==> config.mk <==
export PLATFORM = sky130hd
export DESIGN_NAME = icache_direct_mapped
export DESIGN_NICKNAME = d
export VERILOG_FILES = /design/src/rtl/icache_direct_mapped.sv
export SDC_FILE = /design/constraint.sdc
export NUM_CORES = 2
export LEC_CHECK = 0
export CAP_MARGIN = 0
export CORE_ASPECT_RATIO = 1.1
export CORE_MARGIN = 3
export CORE_UTILIZATION = 55
export CTS_CLUSTER_DIAMETER = 80
export CTS_CLUSTER_SIZE = 20
export DETAILED_ROUTE_END_ITERATION = 12
export GPL_TIMING_DRIVEN = 0
export PLACE_DENSITY_LB_ADDON = 0.1
export SLEW_MARGIN = 30
export SYNTH_ARGS = -nofsm -noshare
export SYNTH_HDL_FRONTEND = slang
export SYNTH_SLANG_ARGS = --single-unit
==> constraint.sdc <==
create_clock -name clk -period 5.45 [get_ports clk]
set_input_delay 0.8175 -clock clk [delete_from_list [all_inputs] [get_ports clk]]
set_output_delay 0.8175 -clock clk [all_outputs]
set_load 0.005 [all_outputs]
==> src/rtl/icache_direct_mapped.sv <==
// Direct-mapped read-only instruction cache with zero-cycle hit and a burst line fill over a valid-beat handshake.
// Optional hit/miss counters are enabled by defining ICACHE_STATS_EN.
module icache_direct_mapped #(
  parameter int NUM_LINES  = 16,
  parameter int LINE_WORDS = 4
) (
  input  logic        clk,
  input  logic        reset,
  input  logic [31:0] pc,
  output logic [31:0] instr_f,
  output logic        icache_stall,
  input  logic        icache_inv,
  output logic        mem_req,
  output logic [31:0] mem_addr,
  input  logic [31:0] mem_rdata,
  input  logic        mem_valid
`ifdef ICACHE_STATS_EN
  ,
  output logic [31:0] hit_count,
  output logic [31:0] miss_count
`endif
);
  localparam int OFF   = $clog2(LINE_WORDS);
  localparam int IDX   = $clog2(NUM_LINES);
  localparam int TAG_W = 30 - OFF - IDX;

  typedef enum logic {IDLE, FILL} state_t;

  state_t           state;
  logic [OFF-1:0]   beat;
  logic [IDX-1:0]   fill_idx;
  logic [TAG_W-1:0] fill_tag;

  logic [31:0]      data_q [NUM_LINES][LINE_WORDS];
  logic [TAG_W-1:0] tag_q  [NUM_LINES];
  logic [NUM_LINES-1:0] valid_q;

  logic [OFF-1:0]   pc_word;
  logic [IDX-1:0]   pc_idx;
  logic [TAG_W-1:0] pc_tag;
  logic             hit, beat_we, last_beat;
  logic             unused_pc_bits;

  assign pc_word        = pc[OFF+1:2];
  assign pc_idx         = pc[OFF+IDX+1:OFF+2];
  assign pc_tag         = pc[31:OFF+IDX+2];
  assign unused_pc_bits = ^pc[1:0];

  assign hit          = (state == IDLE) && valid_q[pc_idx] && (tag_q[pc_idx] == pc_tag);
  assign icache_stall = ~hit;
  assign instr_f      = hit ? data_q[pc_idx][pc_word] : 32'h0;

  // A beat is only taken while filling and never on a reset cycle.
  assign beat_we   = (state == FILL) && mem_valid && !reset;
  assign last_beat = beat_we && (beat == OFF'(LINE_WORDS - 1));

  assign mem_req  = (state == FILL);
  assign mem_addr = (state == FILL) ? {fill_tag, fill_idx, beat, 2'b00} : 32'h0;

  always_ff @(posedge clk) begin
    if (reset) begin
      state    <= IDLE;
      beat     <= '0;
      fill_idx <= '0;
      fill_tag <= '0;
      valid_q  <= '0;
    end else begin
      case (state)
        IDLE: if (!hit) begin
          state    <= FILL;
          fill_idx <= pc_idx;
          fill_tag <= pc_tag;
          beat     <= '0;
        end
        FILL: if (beat_we) begin
          beat <= beat + 1'b1;
          if (last_beat) state <= IDLE;
        end
        default: state <= IDLE;
      endcase
      // Invalidate wins over the line-complete set, leaving a just-filled line invalid.
      if (icache_inv)     valid_q           <= '0;
      else if (last_beat) valid_q[fill_idx] <= 1'b1;
    end
  end

  always_ff @(posedge clk) begin
    if (beat_we)   data_q[fill_idx][beat] <= mem_rdata;
    if (last_beat) tag_q[fill_idx]        <= fill_tag;
  end

`ifdef ICACHE_STATS_EN
  always_ff @(posedge clk) begin
    if (reset) begin
      hit_count  <= '0;
      miss_count <= '0;
    end else if (state == IDLE) begin
      if (hit) hit_count  <= hit_count + 32'd1;
      else     miss_count <= miss_count + 32'd1;
    end
  end
`endif
endmodule

==> impl_metrics.ini <==
[run_status]
status = complete, no violations

[die]
initial_core_util_pct = 55.4
coreArea_um2 = 173000
die_h_um = 444
pin_count = 134
row_count = 160
dieArea_um2 = 179000
die_w_um = 404

[global_routing]
grt_pass1_vias = 46600
grt-ovfl-total = 0
antenna_found_initial = 14
grt_pass1_wl_mm = 358
grt_max_degree = 65
grt_usage_pct = 28.7

[placement]
dp_hpwl_mm = 168
routabilityCongestion = 0.907
post-place-ws_ns = -2.40
dpl.cell_count = 6641
io_buffer_count = 122

[yosys]
syn-cell-area_um2 = 95900
synth_seq_cells = 2479
synthCells = 4056
async_reset_ff_share_pct = 0
synthFlopType = edfxtp_1
yosysMostFrequentCell = edfxtp_1
synth_top_area_share_pct = 76.2
synthTopCellsByArea = edfxtp_1, mux4_2, dfxtp_1
yosys.area.top_type = edfxtp_1
synth_enable_flop_cells = 2432
synth_warnings = 0
seq_area_frac_synth_pct = 77.2
postSynthAreaPerCell_um2 = 23.6
synthTopCellsByCount = edfxtp_1, mux4_2, clkbuf_1
ys_types = 63

[routing]
routed_via_density = 6.78
drt-initial-drc-count = 6183
avgRoutedWirePerCell_um = 36.9
dr_total_vias = 46400
dr.pass1.iters = 6
drcViolationCount = 0
postRouteAntennaNets = 0
wl_mm = 253

[setup_path]
cp.required_ns = 4.63
rr_endpoint = tag_q[6][1]$_DFFE_PP_
arrival_ns = 4.61
r2r_slack_ns = 1.58
worstSetupPathType = in2out
crit_path_end_kind = output port
r2r_cells = 8
worst-path-max-fanout = 11
worst_setup_path_start_kind = input port
reg2reg_from = mem_req$_SDFF_PP0_

[final_layout]
drive_above_1_share_pct = 32.3
nets = 4611
area_growth_pct = 15.8
fin_cells = 6843
fillers = 11200

[clock_tree]
cts_buffers = 142
cts_tree = built
worstSkewPairLatency_ns = 0.82
cts_sinks = 2479
root_buffer = clkbuf_16
clk_pin_slew_worst_paths_ns = 0.08
h-tree-depth = 4
clockBufferDepth = 3

[power]
p_per_area_nw_per_um2 = 307
internal_power_mw = 27.0
netSwitchingFraction_pct = 21.0
comb_power_share_pct = 6.3
clkPwrFrac_pct = 32.0
switchingPower_mw = 7.18
power_mw = 34.1
share_seq_of_total_power_pct = 61.7
vdd_drop_max_mv = 0.330
power.leakage_nw = 34.4

[timing]
finalCritPeriodShare_pct = 99.6
tns_ns = 0
worst_pin_slew_ns = 1.01
fin_ws_ns = 0.0218
slew_headroom_pct = 32.8
slew_viol_final = 0
post-route-min-period_ns = 5.43
finalSetupViolations = 0
finalHoldViolCount = 0
clock_skew_ns = 0.0230
fmax_ghz = 0.184
rsz0062_at_grt = true
whs_ns = 0.263

[run]
drv_cap = 0

[min_path]
worstHoldPathType = in2reg
holdCritStartpoint = mem_rdata[12]
hold_end = data_q[10][12]$_DFFE_PP_
worstHoldPathCells = 1
-- per-stage QoR --
step / area (µm²) / utilization, %
global placement: 99900 / 57.8
finish: 111000 / 64.2
CTS: 111000 / 64.1
global route: 111000 / 64.2
floorplan: 95900 / -
detailed placement: 106000 / 61.0
-- power groups by stage --
stage	Sequential [mW]	Combinational, mW	Clock (mW)
floorplan	21.5	1.08	0
global route	21.1	2.27	11.7
detailed placement	21.5	2.03	0
CTS	21.1	2.16	11.1
finish	21.1	2.16	10.9
global placement	21.5	1.92	0
-- repair_timing --
item / 4_1_cts / 5_1_grt
endpoints found under the setup margin: 33 / 24
cloned: 1 / 1
gates resized for setup: 403 / 43
pin swaps: 14 / 9
hold buffers: 0 / 0
hold endpoints to repair: 0 / 0
buffers inserted: 16 / 5
-- worst max-delay path by stage --
stage / startpoint / endpoint / slack [ns] / depth (start not counted)
4_1_cts: pc[4] / instr_f[25] / -0.01 / 15
3_5_place_dp: pc[4] / instr_f[18] / -2.40 / 14
5_1_grt: pc[4] / instr_f[27] / -0.03 / 12
3_3_place_gp: reset / tag_q[3][4]$_DFFE_PP_ / -4.01 / 6
2_1_floorplan: pc[4] / instr_f[1] / 0.61 / 13
6_report: pc[5] / instr_f[9] / 0.02 / 14
-- flip-flops by register name, indices dropped and copies added, names as in the netlist --
| register | cells |
|---|---|
| valid_q | 16 |
| beat | 2 |
| data_q | 2048 |
| fill_tag | 24 |
| tag_q | 384 |
| mem_req | 1 |
| fill_idx | 4 |
-- routing by layer --
| layer | GRT usage [%] | part of all wire, % |
|---|---|---|
| met1 | 40.6 | 38 |
| met2 | 46.3 | 50 |
| met3 | 4.76 | 8.4 |
| met4 | 9.80 | 3.6 |
| met5 | 0 | 0.0051 |
-- kinds of logic after synthesis --
| group | after synthesis | share of synthesized area [%] |
|---|---|---|
| simple gates | 304 | 1.68 |
| fa+ha+maj | 4 | 0.0522 |
| buf+inv | 248 | 1.21 |
| mux | 815 | 18.3 |
| xor+xnor | 22 | 0.201 |
| flops | 2479 | 77.2 |
| other cells | 1 | 0.00391 |
| compound gates | 183 | 1.41 |
-- placed cells by master, fill, tap and decap left out, types with 13 or more instances in the layout --
cell,instances
and2_1,36
o21a_1,16
clkbuf_8,14
buf_8,17
xnor2_1,18
clkdlybuf4s50_1,69
buf_16,170
buf_6,35
buf_12,29
nand3_1,14
clkbuf_1,55
clkbuf_16,162
o21ai_0,32
nor2b_1,20
mux2i_1,51
edfxtp_1,2432
clkbuf_2,34
nor2_4,64
dfxtp_1,47
buf_4,76
mux4_2,739
nor4_1,13
clkbuf_4,29
nand2_1,65
a22oi_1,41
buf_2,37
nor3b_1,26
o311ai_0,27
dlygate4sd2_1,16
-- critical path, cell delays in order --
cell and delay [ns]:
buf_6 0.16, buf_12 0.16, buf_12 0.16, buf_12 0.15, buf_8 0.17, buf_8 0.18
buf_12 0.19, clkbuf_16 0.24, clkbuf_8 0.27, mux4_2 0.32, mux4_2 0.53, mux4_2 0.57
nor2b_1 0.16, clkdlybuf4s50_1 0.45
-- final cells by class --
type                            count  area (µm²)  area share [%]
Antenna cell                        3        7.51         0.00676
Buffer                            238        2030            1.83
Clock buffer                      171        3930            3.54
Clock inverter                      6        56.3          0.0507
Inverter                            9        33.8          0.0304
Multi-Input combinational cell   1330       21700            19.6
Sequential cell                  2479       74000            66.6
Tap cell                         2268        2840            2.56
Timing Repair Buffer              339        6420            5.79
(Power assumes the default switching activity.)
